`config.mk`:
```
export PLATFORM = sky130hd
export DESIGN_NAME = ripple_carry_adder_flat
export DESIGN_NICKNAME = d
export VERILOG_FILES = /design/src/rtl/ripple_carry_adder_pkg.sv /design/src/rtl/ripple_carry_adder_if.sv /design/src/rtl/full_adder.sv /design/src/rtl/ripple_carry_adder.sv /design/src/flat_wrapper.sv
export SDC_FILE = /design/constraint.sdc
export NUM_CORES = 1
export LEC_CHECK = 0
export ABC_CLOCK_PERIOD_IN_PS = 2900
export CORE_AREA = 2 2 39 41
export CTS_BUF_LIST = sky130_fd_sc_hd__clkbuf_16
export CTS_CLUSTER_DIAMETER = 150
export CTS_CLUSTER_SIZE = 14
export DETAILED_ROUTE_END_ITERATION = 8
export DIE_AREA = 0 0 41 43
export DONT_BUFFER_PORTS = 1
export HOLD_SLACK_MARGIN = 0.1
export PLACE_DENSITY_LB_ADDON = 0.12
export SLEW_MARGIN = 20
export SYNTH_ARGS = -nofsm -noshare
export SYNTH_HDL_FRONTEND = slang
export SYNTH_SLANG_ARGS = --single-unit
```
`constraint.sdc`:
```
create_clock -name clk -period 2.9 [get_ports clk]
set_input_delay 0.58 -clock clk [delete_from_list [all_inputs] [get_ports clk]]
set_output_delay 0.58 -clock clk [all_outputs]
set_load 0.1 [all_outputs]
```
`src/rtl/ripple_carry_adder_pkg.sv`:
```
// ripple_carry_adder_pkg
//   Shared constants for the registered ripple-carry adder slice.
//   DEFAULT_WIDTH : operand/sum width used when a parent does not override it.
//   MAX_WIDTH     : widest operand the adder is intended for.
package ripple_carry_adder_pkg;

    localparam int unsigned DEFAULT_WIDTH = 4;
    localparam int unsigned MAX_WIDTH     = 64;

endpackage

```
`src/rtl/ripple_carry_adder_if.sv`:
```
// ripple_carry_adder_if
//   Operand/result bundle for ripple_carry_adder.
//   in_valid, a, b, cin : operands, driven by the requester (master).
//   sum, cout, ovf      : registered result, driven by the adder (slave).
//   out_valid           : one-cycle pulse marking a freshly captured result.
interface ripple_carry_adder_if
    import ripple_carry_adder_pkg::*;
#(
    parameter int unsigned WIDTH = DEFAULT_WIDTH
) ();

    logic             in_valid;
    logic [WIDTH-1:0] a;
    logic [WIDTH-1:0] b;
    logic             cin;
    logic [WIDTH-1:0] sum;
    logic             cout;
    logic             ovf;
    logic             out_valid;

    modport master (
        output in_valid,
        output a,
        output b,
        output cin,
        input  sum,
        input  cout,
        input  ovf,
        input  out_valid
    );

    modport slave (
        input  in_valid,
        input  a,
        input  b,
        input  cin,
        output sum,
        output cout,
        output ovf,
        output out_valid
    );

endinterface

```
`src/rtl/full_adder.sv`:
```
// full_adder
//   Purely combinational 1-bit full adder, one stage of the ripple chain.
//   a, b : operand bits
//   ci   : carry in from the next-lower bit
//   s    : sum bit
//   co   : carry out to the next-higher bit
module full_adder (
    input  logic a,
    input  logic b,
    input  logic ci,
    output logic s,
    output logic co
);

    logic p;

    // Propagate term, shared by sum and carry.
    assign p  = a ^ b;
    assign s  = p ^ ci;
    assign co = (a & b) | (ci & p);

endmodule

```
`src/rtl/ripple_carry_adder.sv`:
```
// ripple_carry_adder
//   Registered WIDTH-bit unsigned adder: {cout,sum} = a + b + cin, built from a
//   chain of full_adder stages (no lookahead). The result is captured one clock
//   after a valid input; there is no backpressure.
//   clk  : clock, all state changes on the rising edge
//   rst  : synchronous active-high reset, takes priority over in_valid
//   bus  : slave side of ripple_carry_adder_if (operands in, registered result out)
module ripple_carry_adder
    import ripple_carry_adder_pkg::*;
#(
    parameter int unsigned WIDTH = DEFAULT_WIDTH
) (
    input logic                 clk,
    input logic                 rst,
    ripple_carry_adder_if.slave bus
);

    // Carry vector: c[0] is the carry in, c[WIDTH] the carry out.
    logic [WIDTH:0]   c;
    logic [WIDTH-1:0] s;

    logic [WIDTH-1:0] sum_q;
    logic             cout_q;
    logic             ovf_q;
    logic             out_valid_q;

    assign c[0] = bus.cin;

    for (genvar i = 0; i < WIDTH; i++) begin : g_chain
        full_adder u_fa (
            .a  (bus.a[i]),
            .b  (bus.b[i]),
            .ci (c[i]),
            .s  (s[i]),
            .co (c[i+1])
        );
    end

    // Operands are only looked at when in_valid is high, so junk on a/b/cin
    // in idle cycles never reaches the result registers.
    always_ff @(posedge clk) begin
        if (rst) begin
            sum_q       <= '0;
            cout_q      <= 1'b0;
            ovf_q       <= 1'b0;
            out_valid_q <= 1'b0;
        end else if (bus.in_valid) begin
            sum_q       <= s;
            cout_q      <= c[WIDTH];
            // Signed overflow: carry into the sign bit differs from carry out.
            ovf_q       <= c[WIDTH] ^ c[WIDTH-1];
            out_valid_q <= 1'b1;
        end else begin
            out_valid_q <= 1'b0;
        end
    end

    assign bus.sum       = sum_q;
    assign bus.cout      = cout_q;
    assign bus.ovf       = ovf_q;
    assign bus.out_valid = out_valid_q;

endmodule

```
`src/flat_wrapper.sv`:
```
// flat-port wrapper written by rule: the top's interface ports become plain ports
module ripple_carry_adder_flat import ripple_carry_adder_pkg::*;
#(
    parameter int unsigned WIDTH = DEFAULT_WIDTH
)
  (clk, rst, bus_in_valid, bus_a, bus_b, bus_cin, bus_sum, bus_cout, bus_ovf, bus_out_valid);
  ripple_carry_adder_if #(.WIDTH(WIDTH)) bus_i ();
  input logic clk;
  input logic rst;
  input wire logic [$bits(bus_i.in_valid)-1:0] bus_in_valid;
  input wire logic [$bits(bus_i.a)-1:0] bus_a;
  input wire logic [$bits(bus_i.b)-1:0] bus_b;
  input wire logic [$bits(bus_i.cin)-1:0] bus_cin;
  output wire logic [$bits(bus_i.sum)-1:0] bus_sum;
  output wire logic [$bits(bus_i.cout)-1:0] bus_cout;
  output wire logic [$bits(bus_i.ovf)-1:0] bus_ovf;
  output wire logic [$bits(bus_i.out_valid)-1:0] bus_out_valid;
  assign bus_i.in_valid = bus_in_valid;
  assign bus_i.a = bus_a;
  assign bus_i.b = bus_b;
  assign bus_i.cin = bus_cin;
  assign bus_sum = bus_i.sum;
  assign bus_cout = bus_i.cout;
  assign bus_ovf = bus_i.ovf;
  assign bus_out_valid = bus_i.out_valid;
  ripple_carry_adder #(.WIDTH(WIDTH)) u_core (.clk(clk), .rst(rst), .bus(bus_i));
endmodule
```
### Yosys cells after proc, flatten, opt, wreduce, memory -nomap -nowiden

Index checks and enable logic that the tools add are counted.

* flip-flop bits (word level): 7
* logic and storage cells: 26
* input port bits: 12
* output and inout port bits: 7

* bitwise logic cells: 21
* muxes and demuxes: 1

Operators by type and width (number)
* $xor A1 B1 Y1: 9
* $and A1 B1 Y1: 8
* $or A1 B1 Y1: 4
* $mux W1: 1

### Longest topological paths before layout

* word-level depth: 10
* gate-level depth with buffers: 9
* depth with buffers taken out: 9

### Cells and area by module

A second synthesis with hierarchy kept.

* cells, all modules: 26
* area, all modules: 331.6 um^2

Modules (own cells, without submodules)
* ripple_carry_adder: area an instance 251.5 um^2, sequential area each 140.1 um^2, cells an instance 22, times used 1
* full_adder: area an instance 20.0 um^2, sequential area each 0.0 um^2, cells an instance 1, times used 4

### Worst setup path after synthesis

OpenSTA, ideal clock, no wires.

* path type: input-to-reg
* start: input port bus_cin
* end: register u_core.sum_q[3], in the netlist u_core.bus.sum[3]
* stages: 8
* data arrival time: 2.292 ns
* data required time: 2.814 ns
* path buffers: 0
* setup time: 0.086 ns
* setup slack: 0.522 ns
* cell sequence: fa_1 > inv_1 > fa_1 > inv_1 > fa_1 > inv_1 > fa_1 > a211oi_1

* cells in the longest elaborated chain, start to end: 7

RTL lines
* start, declared: line flat_wrapper.sv:13 `input wire logic [$bits(bus_i.cin)-1:0] bus_cin;`
* $and A1 B1 Y1: line full_adder.sv:20 `assign co = (a & b) | (ci & p);`
* $or A1 B1 Y1: line full_adder.sv:20
* $and A1 B1 Y1: line full_adder.sv:20
* $or A1 B1 Y1: line full_adder.sv:20
* $and A1 B1 Y1: line full_adder.sv:20
* $or A1 B1 Y1: line full_adder.sv:20
* $xor A1 B1 Y1: line full_adder.sv:19 `assign s = p ^ ci;`
* end signal, assigned: line ripple_carry_adder.sv:48 `sum_q <= s;`
* end, declared: line ripple_carry_adder.sv:22 `logic [WIDTH-1:0] sum_q;`

No other way between the ends.
A chain may end at the register's enable or synchronous reset.

### Final worst setup path

Ends and elaborated chain as after synthesis.

==> results.py <==
metrics = {
    "outcome": {
        "status": "finished, final reports clean",
    },
    "global_routing": {
        "grt_pass1_wl_mm": 1.01,
        "gr-usage-met1_pct": 11.2,
        "use_met3_pct": 4.71,
        "overflow": 0,
        "grt_max_degree": 11,
        "antenna_found_initial": 0,
        "grt.total_usage_pct": 9.01,
        "grtUsageMet2_pct": 11.6,
        "grt_busiest_layer": "met2",
        "grt_pass1_vias": 239,
    },
    "setup_path": {
        "cp_max_fo": 2,
        "critPathArrivalTime_ns": 2.37,
        "startpoint_type": "input port",
        "worstSetupEndpointType": "flop",
        "worstSetupPathType": "in2reg",
        "required_ns": 3.04,
    },
    "placement": {
        "placed_cells": 48,
        "place.port_buffers": 0,
        "dp_hpwl_um": 515,
        "dp_slack_ns": 0.402,
        "placed_cell_area_um2": 370,
        "gp_congestion": 0.599,
    },
    "clocking": {
        "cts_htree_levels": 1,
        "cts_hold_buf": 0,
        "cts_setup_buffers": 0,
        "numCtsBuffers": 3,
        "cts_resized": 0,
        "cts_sinks": 7,
        "cts_tree": "yes",
        "clk_pin_slew_ns": 0.03,
        "worstSkewPairLatency_ns": 0.23,
        "root_buffer": "clkbuf_16",
        "clockBufferDepth": 2,
    },
    "sta": {
        "tightestPinTransition_ns": 0.995,
        "fmax_ghz": 0.447,
        "finalCritPeriodShare_pct": 77.1,
        "rsz0062_at_grt": "false",
        "relSlewSlack_pct": 33.6,
        "finalMaxSlewViolations": 0,
        "setup_viol": 0,
        "hold_viol_final": 0,
        "layout_setup_ws_ns": 0.664,
        "min_period_ns": 2.24,
        "worst_clock_skew_ns": 0,
        "setup_tns_ns": 0,
    },
    "yosys": {
        "syn_avg_cell_area_um2": 11.0,
        "synth_nets": 49,
        "ys_seq_area_share_pct": 38.8,
        "synthCells": 33,
        "synth_warnings": 0,
        "synth-seq-cells": 7,
        "synth_cell_types": 12,
        "netlist_area_um2": 362,
    },
    "finish": {
        "area_growth_pct": 24.2,
        "n_antenna_cell": 0,
        "fill_cells": 146,
        "postLayoutCellArea_um2": 449,
        "layout-drive-gt1-share_pct": 16.7,
        "fin_cells": 52,
        "layout_commonest_cell": "inv_1",
        "nets": 53,
        "final_cell_mix": "inv_1 (8), dfxtp_1 (7), fa_1 (4)",
    },
    "power": {
        "power.density_nw_per_um2": 955,
        "cellLeakagePower_nw": 0.211,
        "peakVddDrop_mv": 0.264,
        "total_power_w": 0.000429,
    },
    "die": {
        "core_um2": 1380,
        "row_count": 14,
        "dieHeight_um": 43,
        "die_x_um": 41,
        "start_util_pct": 26.1,
        "dieArea_um2": 1760,
        "ioPinCount": 19,
    },
    "routing": {
        "detail_route.wl_per_cell_um": 11.5,
        "post-route-drc-count": 0,
        "vias": 217,
        "drt_pass1_iterations": 1,
        "detail-route-antenna-nets": 0,
        "drt-vias-per-instance": 4.17,
        "drt_iter0_markers": 0,
        "wl_um": 600,
    },
    "worst_hold_path": {
        "hold_class": "in2reg",
    },
    "flow_run": {
        "drv_cap": 0,
    },
}
==> area by class of cell <==
class                           count  area (um^2)  area share (%)
Inverter                            7         26.3            5.85
Clock inverter                      1         3.75           0.836
Sequential cell                     7          140            31.2
Tap cell                           16         20.0            4.46
Clock buffer                        3         75.1            16.7
Multi-Input combinational cell     18          184            40.9
==> metrics by stage <==
step                      hold WS, ns  util [%]
after floorplan                 0.648         -
after global placement          0.653      26.8
after detailed placement        0.652      26.8
after CTS                       0.415      32.5
after global routing            0.410      32.5
final                           0.420      32.5
==> metal layers <==
metal,routed length (um),part of all wire [%]
met1,228,38
met2,272,45
met3,99,17
met4,0,0
met5,0,0
==> power breakdown <==
part	switching [W]	internal (W)
sequential	0.0000697	0.000106
clock	0.0000458	0.000179
combinational	0.0000130	0.0000162
total	0.000129	0.000301
==> registers in the layout, summed over array words and instances, names as in the netlist <==
signal,cells
u_core.bus.ovf,1
u_core.bus.out_valid,1
u_core.bus.sum,4
u_core.bus.cout,1
==> final timing paths <==
check                                             startpoint                         endpoint  slack, ns  cells after the start
worst min-delay path                                     rst  u_core.bus.out_valid$_SDFF_PP0_       0.42                      1
worst max register to register   u_core.bus.ovf$_SDFFE_PP0P_      u_core.bus.ovf$_SDFFE_PP0P_       1.54                      2
worst min register to register  u_core.bus.cout$_SDFFE_PP0P_     u_core.bus.cout$_SDFFE_PP0P_       0.94                      2
worst max-delay path                                 bus_cin   u_core.bus.sum[3]$_SDFFE_PP0P_       0.66                      8
==> cells by family (layout without fill, tap and decap cells) <==
family	after synthesis	count (layout)	synth area share [%]
XOR/XNOR	1	1	2.42
multiplexers	2	2	5.54
AND/OR/NAND/NOR	7	7	12.5
buffers and inverters	8	11	10.4
flip-flops	7	7	38.8
AO/OA/AOI/OAI	4	4	8.30
adder cells (fa/ha/maj)	4	4	22.1
==> synthesized netlist by cell type <==
cell	count	area [um^2]
dfxtp_1	7	140
inv_1	7	26.3
fa_1	4	80.1
a211oi_1	3	22.5
nor2_1	3	11.3
mux2i_1	2	20.0
nor2_2	2	12.5
a21o_1	1	7.51
buf_6	1	11.3
nor2b_4	1	13.8
nor3b_1	1	7.51
xnor2_1	1	8.76
==> critical path, stage by stage <==
cell,delay [ns]
fa_1,0.40
inv_1,0.07
fa_1,0.15
inv_1,0.05
fa_1,0.40
inv_1,0.09
fa_1,0.41
a211oi_1,0.23
(Power assumes the default switching activity.)
